[src/rtl/ufb_pkg.sv]
// Shared mode encodings and the per-bit next-state rule for the universal flip-flop bank.
package ufb_pkg;

   typedef enum logic [1:0] {
      MODE_D  = 2'b00,
      MODE_T  = 2'b01,
      MODE_JK = 2'b10,
      MODE_SR = 2'b11
   } ufb_mode_e;

   // S=R=1 in SR mode holds the bit; the violation itself is flagged by the caller.
   function automatic logic ufb_next(input logic [1:0] mode, input logic a, input logic b,
                                     input logic q);
      logic nq;
      nq = q;
      case (ufb_mode_e'(mode))
         MODE_D:  nq = a;
         MODE_T:  nq = a ? ~q : q;
         MODE_JK: begin
            case ({a, b})
               2'b01:   nq = 1'b0;
               2'b10:   nq = 1'b1;
               2'b11:   nq = ~q;
               default: nq = q;
            endcase
         end
         MODE_SR: begin
            case ({a, b})
               2'b01:   nq = 1'b0;
               2'b10:   nq = 1'b1;
               default: nq = q;
            endcase
         end
         default: nq = q;
      endcase
      return nq;
   endfunction

endpackage

[src/rtl/ufb_cell.sv]
// One bit of the bank: q, independently registered q_bar, and a one-cycle change flag.
module ufb_cell
   import ufb_pkg::*;
#(
   parameter logic RST_BIT = 1'b0
) (
   input  logic       clk,
   input  logic       rst,
   input  logic       en,
   input  logic [1:0] mode,
   input  logic       a,
   input  logic       b,
   output logic       q,
   output logic       q_bar,
   output logic       toggled,
   output logic       chg,
   output logic       viol
);

   logic q_p1;
   logic qb_p1;
   logic tog_p1;
   logic nq;

   assign nq   = ufb_next(mode, a, b, q_p1);
   // chg is already gated by en, so it doubles as the next toggled value.
   assign chg  = en & (nq ^ q_p1);
   assign viol = en & (ufb_mode_e'(mode) == MODE_SR) & a & b;

   // Stage p1: state registers
   always_ff @(posedge clk or posedge rst) begin
      if (rst) begin
         q_p1   <= RST_BIT;
         qb_p1  <= ~RST_BIT;
         tog_p1 <= 1'b0;
      end else begin
         tog_p1 <= chg;
         if (en) begin
            q_p1  <= nq;
            qb_p1 <= ~nq;
         end
      end
   end

   assign q       = q_p1;
   assign q_bar   = qb_p1;
   assign toggled = tog_p1;

endmodule

[src/rtl/universal_ff_bank.sv]
// WIDTH-bit bank of D/T/JK/SR flip-flops with change counting and sticky SR-violation flag.
module universal_ff_bank
   import ufb_pkg::*;
#(
   parameter int                 WIDTH     = 8,
   parameter logic [WIDTH-1:0]   RESET_VAL = {WIDTH{1'b0}},
   parameter int                 CNT_W     = 8
) (
   input  logic             clk,
   input  logic             rst,
   input  logic             en,
   input  logic [1:0]       mode,
   input  logic [WIDTH-1:0] a,
   input  logic [WIDTH-1:0] b,
   input  logic             err_clr,
   output logic [WIDTH-1:0] q,
   output logic [WIDTH-1:0] q_bar,
   output logic [WIDTH-1:0] toggled,
   output logic [CNT_W-1:0] chg_cnt,
   output logic             sr_err
);

   logic [WIDTH-1:0] chg;
   logic [WIDTH-1:0] viol;
   logic [CNT_W-1:0] cnt_p1;
   logic             err_p1;

   function automatic logic [CNT_W-1:0] sat_inc(input logic [CNT_W-1:0] v);
      return (&v) ? v : v + CNT_W'(1);
   endfunction

   for (genvar i = 0; i < WIDTH; i++) begin : g_cell
      ufb_cell #(
         .RST_BIT (RESET_VAL[i])
      ) u_cell (
         .clk     (clk),
         .rst     (rst),
         .en      (en),
         .mode    (mode),
         .a       (a[i]),
         .b       (b[i]),
         .q       (q[i]),
         .q_bar   (q_bar[i]),
         .toggled (toggled[i]),
         .chg     (chg[i]),
         .viol    (viol[i])
      );
   end

   // Stage p1: bank-wide counter and sticky flag; a new violation beats err_clr.
   always_ff @(posedge clk or posedge rst) begin
      if (rst) begin
         cnt_p1 <= '0;
         err_p1 <= 1'b0;
      end else begin
         if (|chg) cnt_p1 <= sat_inc(cnt_p1);
         if (|viol)        err_p1 <= 1'b1;
         else if (err_clr) err_p1 <= 1'b0;
      end
   end

   assign chg_cnt = cnt_p1;
   assign sr_err  = err_p1;

endmodule

[config.mk]
export PLATFORM = sky130hd
export DESIGN_NAME = universal_ff_bank
export DESIGN_NICKNAME = d
export VERILOG_FILES = /design/src/rtl/ufb_pkg.sv /design/src/rtl/ufb_cell.sv /design/src/rtl/universal_ff_bank.sv
export SDC_FILE = /design/constraint.sdc
export NUM_CORES = 1
export LEC_CHECK = 0
export ABC_AREA = 0
export CAP_MARGIN = 40
export CELL_PAD_IN_SITES_DETAIL_PLACEMENT = 0
export CELL_PAD_IN_SITES_GLOBAL_PLACEMENT = 1
export CORE_MARGIN = 2
export CORE_UTILIZATION = 41
export DETAILED_ROUTE_END_ITERATION = 8
export PLACE_DENSITY = 0.95
export SETUP_SLACK_MARGIN = 0.4
export SYNTH_ARGS = -nofsm -noshare
export SYNTH_HDL_FRONTEND = slang
export SYNTH_SLANG_ARGS = --single-unit
[constraint.sdc]
create_clock -name clk -period 3.4 [get_ports clk]
set_clock_uncertainty 0.05 [all_clocks]
set_input_delay 1.02 -clock clk [delete_from_list [all_inputs] [get_ports clk]]
set_output_delay 1.02 -clock clk [all_outputs]
set_load 0.05 [all_outputs]
---- After elaboration in Yosys (flattened, before gate mapping) ----
Index checks and enable logic that the tools add are counted.
storage, ports and cells
  bits in registers ....................... 33
  input bits .............................. 22
operators by class
  add/sub/neg operators ................... 1
  equal/unequal tests ..................... 27
  muxes and demuxes ....................... 34
  bitwise gates (word level) .............. 50
  reduce and logical (&&, ||, !) cells .... 6
operators by type and width
  kind                                                 count
  equality test 2 bit, second input constant           18
  case mux 1 bit (4 select lines)                      8
  bitwise AND 1 bit                                    25
  case mux 1 bit (3 select lines)                      8
  equality test 2 x 1 -> 1 bit, second input constant  9
  inverter 1 bit                                       17
  case mux 1 bit (2 select lines)                      8
  OR reduction 8 bit                                   2
  two-way mux 1 bit                                    10
  adder 8 x 1 -> 8 bit, second input constant          1
  AND reduction 8 bit                                  1
  bitwise XOR 1 bit                                    8
  logical NOT 2 bit                                    1
  AND reduction 2 bit                                  1
  nonzero test 2 bit                                   1

---- Longest topological paths before layout ----
Gate-level depths: netlist of run 1.
  depth after elaboration ................. 7
  mapped depth ............................ 10
  depth with buffers taken out ............ 10

---- Hierarchy ----
From an unflattened synthesis of run 1, not the netlist that was laid out.
unflattened totals
  cell total of the unflattened synthesis .. 273
  area, all modules ....................... 2,497.4 um^2
by module, submodules not included
  module             instances  cells each  area an instance (um^2)  seq. area each (um^2)
  ufb_cell           8          29          252.7                    76.3
  universal_ff_bank  1          41          475.5                    225.2

---- Worst setup path before layout of run 1 ----
Ideal clock, no wire load.
  path kind ............................... input -> register
  start ................................... in b[6]
  end ..................................... reg cnt_p1[5] (netlist: chg_cnt[5])
  setup time .............................. 0.142 ns
  arrival time ............................ 2.838 ns
  required time ........................... 3.208 ns
  slack ................................... 0.370 ns
  cell stages on the path ................. 10
  path buffers ............................ 0
  cell sequence ........................... inv_1 > ha_1 > mux2i_1 > nand2_1 > a31oi_1 > mux2i_1 > nor4_2 > a21oi_2 > or3b_1 > xnor2_1
between the ends
  cells in the longest elaborated chain, start to end .. 7
  elaborated cells on any way between the ends .. 10
  those cells by class .................... eq/ne: 3; mux: 3; bitwise: 2; reduce/logical: 2
ends and longest elaborated chain
  what                                                                                       line                          RTL
  start, declared                                                                            universal_ff_bank.sv:14       input logic [WIDTH-1:0] b,
  equality test 2 bit (tied with other cells)                                                ufb_pkg.sv:20                 case ({a, b})
  case mux 1 bit (3 select lines) / case mux 1 bit (2 select lines) (equally long branches)  ufb_pkg.sv:20, ufb_pkg.sv:28
  case mux 1 bit (4 select lines) *                                                          ufb_pkg.sv:16                 case (ufb_mode_e'(mode))
  bitwise XOR 1 bit *                                                                        ufb_cell.sv:27                assign chg = en & (nq ^ q_p1);
  bitwise AND 1 bit *                                                                        ufb_cell.sv:27
  named net g_cell[6].u_cell.chg                                                             ufb_cell.sv:16                output logic chg,
  OR reduction 8 bit *                                                                       universal_ff_bank.sv:56       if (|chg) cnt_p1 <= sat_inc(cnt_p1);
  AND reduction 2 bit (no line) *                                                            n/a
  end signal, assigned                                                                       universal_ff_bank.sv:56
  end, declared                                                                              universal_ff_bank.sv:25       logic [CNT_W-1:0] cnt_p1;
The timed path passes the listed nets; every way through them passes the cells marked *.
A chain may end at the register's enable or synchronous reset.

---- Worst setup path in the final report of run 1 ----
  start ................................... in mode[1]
  end ..................................... reg cnt_p1[3] (netlist: chg_cnt[3])
between the ends
  cells in the longest elaborated chain, start to end .. 6
  elaborated cells on any way between the ends .. 30
  those cells by class .................... eq/ne: 3; mux: 8; bitwise: 16; reduce/logical: 3
ends and longest elaborated chain
  what                                         line                     RTL
  start, declared                              universal_ff_bank.sv:12  input logic [1:0] mode,
  equality test 2 bit (tied with other cells)  ufb_pkg.sv:16
  case mux 1 bit (4 select lines) *            ufb_pkg.sv:16
  bitwise XOR 1 bit *                          ufb_cell.sv:27
  bitwise AND 1 bit *                          ufb_cell.sv:27
  named net g_cell[1].u_cell.chg               ufb_cell.sv:16
  OR reduction 8 bit *                         universal_ff_bank.sv:56
  AND reduction 2 bit (no line) *              n/a
Marked as above.

==> results of run 1 <==
==> where the power goes <==
group	total (mW)	switching (mW)	leakage [nW]	internal, mW
logic	1.09	0.636	1.20	0.450
registers	0.607	0.108	0.393	0.499
clock network	0.389	0.150	0.0585	0.239
==> through the flow <==
stage / hold slack [ns] / area, µm² / TNS (ns) / setup WS (ns) / util
global route: 0.478 / 3640 / 0 / 0.305 / 0.661
detailed placement: 0.414 / 3130 / -1.67 / -0.304 / 0.569
finish: 0.439 / 3640 / 0 / 0.365 / 0.661
floorplan: 0.399 / 2340 / 0 / 0.400 / -
global placement: 0.419 / 3130 / -1.23 / -0.260 / 0.569
CTS: 0.438 / 3530 / 0 / 0.390 / 0.641
==> cells in the final DEF (no fill, tap or decap), types with 5 or more instances in the layout <==
| master | synthesis | layout |
|---|---|---|
| clkdlybuf4s50_1 | 0 | 36 |
| dfstp_2 | 8 | 8 |
| a21oi_1 | 10 | 5 |
| clkbuf_2 | 0 | 7 |
| ha_4 | 0 | 5 |
| nor2_1 | 7 | 6 |
| and3b_1 | 7 | 7 |
| nand2_1 | 20 | 20 |
| dlygate4sd2_1 | 0 | 7 |
| buf_4 | 24 | 64 |
| dfrtp_1 | 25 | 25 |
| clkbuf_8 | 0 | 6 |
| a21oi_2 | 1 | 6 |
| inv_1 | 26 | 22 |
| nor3_2 | 3 | 7 |
| o21ai_0 | 12 | 8 |
| o21a_1 | 5 | 5 |
==> worst min-delay path, delay by kind of cell (launching register included) <==
kind                   cells  cell delay, ns
AO/OA/AOI/OAI              1            0.07
flip-flops                 1            0.37
buffers and inverters      1            0.04
==> per-layer routing <==
metal  track usage  share of wire  up-vias
met5             0              0        -
met4         0.145          0.043        0
met3        0.0532          0.040       26
met2         0.356           0.50       83
met1         0.279           0.42     1082
li1              -              -     1060
==> synth_stat cells (all sizes together), types with 5 or more instances <==
| cell type | number |
|---|---|
| ha | 9 |
| inv | 26 |
| and2 | 5 |
| a21oi | 11 |
| nor3 | 8 |
| mux2i | 6 |
| o31ai | 5 |
| nor2 | 7 |
| buf | 28 |
| o21a | 5 |
| nor2b | 5 |
| and3b | 9 |
| dfrtp | 25 |
| dfstp | 8 |
| nand2 | 20 |
| o21ai | 13 |
==> layout make-up <==
class / count / area, µm² / share of cell area
Sequential cell: 33 / 836 / 0.229
Tap cell: 72 / 90.1 / 0.0247
Timing Repair Buffer: 122 / 1040 / 0.284
Multi-Input combinational cell: 162 / 1470 / 0.403
Clock buffer: 7 / 86.3 / 0.0237
Clock inverter: 1 / 30.0 / 0.00824
Inverter: 26 / 97.6 / 0.0268
==> cell families (layout without fill, tap and decap cells) <==
logic type | Yosys count | count (layout) | share of synthesized area
adder cells (fa/ha/maj) | 13 | 13 | 0.0665
AO/OA/AOI/OAI | 65 | 65 | 0.195
XOR/XNOR | 6 | 6 | 0.0225
buffers and inverters | 58 | 156 | 0.144
AND/OR/NAND/NOR | 71 | 71 | 0.184
flip-flops | 33 | 33 | 0.358
multiplexers | 7 | 7 | 0.0306
==> what timing repair did <==
item	CTS	global route
resized for setup	62	38
endpoints found under the hold margin	0	0
endpoints found under the setup margin	8	6
gates cloned	0	1
pin swaps	22	22
buffers inserted	10	6
==> worst paths after layout <==
path,from,endpoint,cells past startpoint
hold reg to reg,g_cell[6].u_cell.q_bar,g_cell[6].u_cell.q_bar,2
min in group asynchronous,rst,g_cell[1].u_cell.q,3
max in group asynchronous,rst,g_cell[0].u_cell.q_bar,3
hold / removal,g_cell[6].u_cell.q_bar,g_cell[6].u_cell.q_bar,2
setup / recovery,mode[1],chg_cnt[3],13
setup reg to reg,g_cell[2].u_cell.q,chg_cnt[3],9
==> sequential cells by signal (all words and copies together), names as in the netlist <==
signal and flops:
sr_err 1, g_cell.u_cell.toggled 8, g_cell.u_cell.q_bar 8, chg_cnt 8, g_cell.u_cell.q 8
==> run summary, run 1 <==
status = complete, no violations
Post-Syn Nets = 284
number of failing hold endpoints at the final stage = 0
H-Tree Depth = 2
total leakage power = 1.65 nW
Avg Vias per Cell = 5.32
RSZ-0062 raised after global routing = no
delay-heaviest family, CP = buffers and inverters
Slew HR = 0.651
core outline area = 5510 µm²
ant diodes = 0
CP startpoint kind = input port
CTS tree = yes
maxcap violations = 0
syn avg cell area = 9.22 µm²
Synth area leader = dfrtp_1
first-pass GRT wire length = 11,000 µm
Highest Clock Rate = 0.329 GHz
synthesis-to-finish area growth = 56.1%
Final nets = 381
worst-margin pin slew = 0.521 ns
routed length per instance = 16.2 µm
worst-path cell chain = clkbuf_4, buf_6, buf_4, and3b_1, nor3_2, a21oi_1, o31ai_2, buf_4, nor4_4, a21oi_2, buf_4, or2b_1, xnor2_1
Finish-stage setup viols = 0
Die Width = 79.4 µm
fill cell count = 406
clock buffer count from CTS = 5
Clock Path Buffers = 2
clock sink total = 33
Vias = 2,251
period utilization = 0.893
Die H = 79.4 µm
worst skew pair latency = 0.29 ns
hold buffers post-CTS = 0
Synth Instances = 253
Yosys warnings = 0
final count of pins violating max slew = 0
critical path's slowest cell = or2b_1
DP HPWL = 4400 µm
ys async rst share = 1.00
initial antenna violation count = 0
CP max stage delay = 0.26 ns
Worst Hold Class = register to register
sequential area share after synthesis = 0.358
placed cell count = 398
Crit Path Class = input port to register
Initial Util = 0.424
routed wire length = 6840 µm
reg-to-reg slack, setup = 0.92 ns
CP most frequent cell = buf_4
vias in the first global route = 2,326
maximum vdd drop = 0.321 mV
clock slew seen by the registers of the worst setup and hold paths = 0.07 ns
Netlist Area Pre-Place = 2330 µm²
overall power = 2.08 mW
drt first pass iters = 4
crit path buf inv count = 5
synthesized flop and latch total = 33
num rows = 27
Top FF cell, synth = dfrtp_1
fin cells = 423
# IOs = 55
Yosys cell types = 52
largest fanout on the critical path = 6
number of synthesized flops with an enable pin = 0
CTS Root Buffer Type = clkbuf_8
PortBufs = 54
DRC = 0
Die Area = 6310 µm²
Worst Path Required = 3.51 ns
share of the synthesized area in the top cell type = 0.268
pwr/cell area = 571 nW/µm²
largest net degree at the start of global routing = 34
fin crit period = 3.03 ns
WP data arrival = 3.15 ns
Overflow after GRT = 0
remaining antenna violation count = 0
GPL Wtd Cong = 0.844
synth top area cells = dfrtp_1 27%, dfstp_2 9.0%, buf_4 7.7%
GRT Total Usage = 0.227
layout cells sized above 1 = 0.410
kind of end point of the critical path = register
1st-iter DRT viols = 126
Power figures use the tool's default switching activity.
==> run 2, diff against run 1 <==
- clock period: 3.4 -> 3.88 ns (I/O delays scaled with it)
==> run summary, run 2 (synthesis gave the netlist of run 1 again) <==
CTS tree = yes (unchanged)
Final nets = 332 (was 381)
GRT Total Usage = 0.188 (was 0.227)
clock buffer count from CTS = 5 (unchanged)
initial antenna violation count = 0 (unchanged)
routed length per instance = 14.7 µm (was 16.2 µm)
num rows = 27 (unchanged)
Worst Path Required = 4.01 ns (was 3.51 ns)
fin crit period = 3.35 ns
Overflow after GRT = 0 (unchanged)
vias in the first global route = 1,953 (was 2,326)
Die H = 79.4 µm (unchanged)
drt first pass iters = 4 (unchanged)
Initial Util = 0.424 (unchanged)
1st-iter DRT viols = 99 (was 126)
largest net degree at the start of global routing = 34 (unchanged)
most common cell after layout, fill and taps aside = clkdlybuf4s50_1 (was buf_4)
critical path's slowest cell = clkdlybuf4s50_1 (was or2b_1)
period utilization = 0.862
ant diodes = 0 (unchanged)
status = complete, no violations (unchanged)
Placed Area = 2840 µm² (was 3130 µm²)
Reg area = 836 µm² (unchanged)
area occupied by multi-input gates = 1240 µm² (was 1470 µm²)
clock slew seen by the registers of the worst setup and hold paths = 0.07 ns (about the same)
largest fanout on the critical path = 6 (unchanged)
core outline area = 5510 µm² (unchanged)
pwr/cell area = 550 nW/µm² (was 571 nW/µm²)
maximum vdd drop = 0.256 mV (was 0.321 mV)
WP data arrival = 3.47 ns (was 3.15 ns)
cell area after layout = 3100 µm² (was 3640 µm²)
synthesis-to-finish area growth = 32.9% (was 56.1%)
routed wire length = 5500 µm (was 6840 µm)
PortBufs = 54 (unchanged)
RSZ-0062 raised after global routing = no (unchanged)
layout cells sized above 1 = 0.192 (was 0.410)
DRC = 0 (unchanged)
H-Tree Depth = 2 (unchanged)
Slew HR = 0.635 (was 0.651)
CTS Root Buffer Type = clkbuf_8 (unchanged)
Crit Path Class = input port to register (unchanged)
worst skew pair latency = 0.29 ns (about the same)
CP most frequent cell = buf_4 (unchanged)
Place WS = 0.0195 ns (was -0.304 ns)
Final TNS setup = 0 ns (unchanged)
first-pass GRT wire length = 9320 µm (was 11,000 µm)
Vias = 1,954 (was 2,251)
CP max stage delay = 0.50 ns (was 0.26 ns)
kind of end point of the critical path = register (unchanged)
CP startpoint kind = input port (unchanged)
worst reg-to-reg path cell count = 9 (unchanged)
maxcap violations = 0 (unchanged)
clock sink total = 33 (unchanged)
worst hold stages = 2 (unchanged)
total leakage power = 1.44 nW (was 1.65 nW)
Avg Vias per Cell = 5.22 (was 5.32)
Highest Clock Rate = 0.299 GHz
Worst Hold Class = register to register (unchanged)
final count of pins violating max slew = 0 (unchanged)
Die Area = 6310 µm² (unchanged)
Finish-stage setup viols = 0 (unchanged)
commonest cells after routing, fill and taps aside = 44 x clkdlybuf4s50_1, 26 x inv_1, 25 x dfrtp_1 (was 64 x buf_4, 36 x clkdlybuf4s50_1, 25 x dfrtp_1)
DP HPWL = 3950 µm (was 4400 µm)
# IOs = 55 (unchanged)
number of failing hold endpoints at the final stage = 0 (unchanged)
Clock Path Buffers = 2 (unchanged)
worst-path cell chain = clkdlybuf4s50_1, nor2b_1, a211o_1, o2111ai_1, o31ai_1, buf_4, nor4_4, a21oi_2, buf_4, and4_1, xor2_1 (was clkbuf_4, buf_6, buf_4, and3b_1, nor3_2, a21oi_1, o31ai_2, buf_4, nor4_4, a21oi_2, buf_4, or2b_1, xnor2_1)
Min Hold Slack = 0.432 ns (was 0.439 ns)
remaining antenna violation count = 0 (unchanged)
worst-margin pin slew = 0.546 ns (was 0.521 ns)
fin worst setup slack = 0.534 ns (was 0.365 ns)
Die Width = 79.4 µm (unchanged)
final core utilization = 0.563 (was 0.661)
fill cell count = 480 (was 406)
GPL Wtd Cong = 0.825 (was 0.844)
==> run 2: cell types whose count changed in the layout (fill, tap and decap cells not counted), moves of 5 or more <==
cell             previous run  this run
a21oi_1                     5        10
a21oi_2                     6         1
buf_4                      64        17
clkbuf_2                    7         0
clkdlybuf4s50_1            36        44
dlygate4sd2_1               7         1
dlymetal6s2s_1              1         9
nor3_1                      0         5
==> run 2: repair_timing <==
item | CTS | global route
hold buffers | 0 | 0
pin swaps | 1 | 8
gates cloned | 0 | 0
buffers inserted | 1 | 4
endpoints found under the setup margin | 3 | 4
resized for setup | 8 | 16
==> run 2: final cells by class <==
class / count / area share
clock buffers: 7 / 0.0278
clock inverters: 1 / 0.00968
inverters: 26 / 0.0315
multi-input cells: 162 / 0.400
flip-flops and latches: 33 / 0.269
well taps: 72 / 0.0290
repair buffers: 73 / 0.232
==> run 2: metrics by stage <==
| step | power [mW] | instances |
|---|---|---|
| global placement | 1.32 | 361 |
| floorplan | 1.11 | 253 |
| global route | 1.80 | 374 |
| detailed placement | 1.33 | 361 |
| finish | 1.70 | 374 |
| CTS | 1.70 | 370 |
==> run 2: worst paths after layout <==
| path | start | endpoint | slack, ns |
|---|---|---|---|
| setup / recovery | a[3] | chg_cnt[4] | 0.53 |
| hold / removal | g_cell[6].u_cell.q_bar | g_cell[6].u_cell.q_bar | 0.43 |
| max in group asynchronous | rst | g_cell[5].u_cell.q_bar | 2.22 |
| setup reg to reg | g_cell[6].u_cell.q | chg_cnt[4] | 1.42 |
| hold reg to reg | g_cell[6].u_cell.q_bar | g_cell[6].u_cell.q_bar | 0.43 |
| min in group asynchronous | rst | chg_cnt[4] | 1.22 |
==> run 2: metal layers <==
metal	wire length, µm	track usage	up-vias
met4	92	0.0603	0
met5	0	0	-
met3	161	0.0339	7
met2	2770	0.330	35
li1	-	-	966
met1	2480	0.232	946
==> run 2: worst max-delay path: cells and delay by family <==
family	cells	cell delay (ns)
buffers and inverters	3	0.82
xor gates and xnor gates	1	0.14
AOI/OAI and AO/OA	4	0.67
and+or+nand+nor	3	0.69
==> run 2: power breakdown <==
group,switching (mW),internal [mW]
Sequential,0.0912,0.437
Combinational,0.503,0.330
Clock,0.135,0.209
==> run 3, diff against run 2 <==
- CTS_CLUSTER_DIAMETER: not set -> 50
- TNS_END_PERCENT: not set -> 30
==> results of run 3 <==
Same layout as run 2: the final DEF is identical, and so are final timing and power.
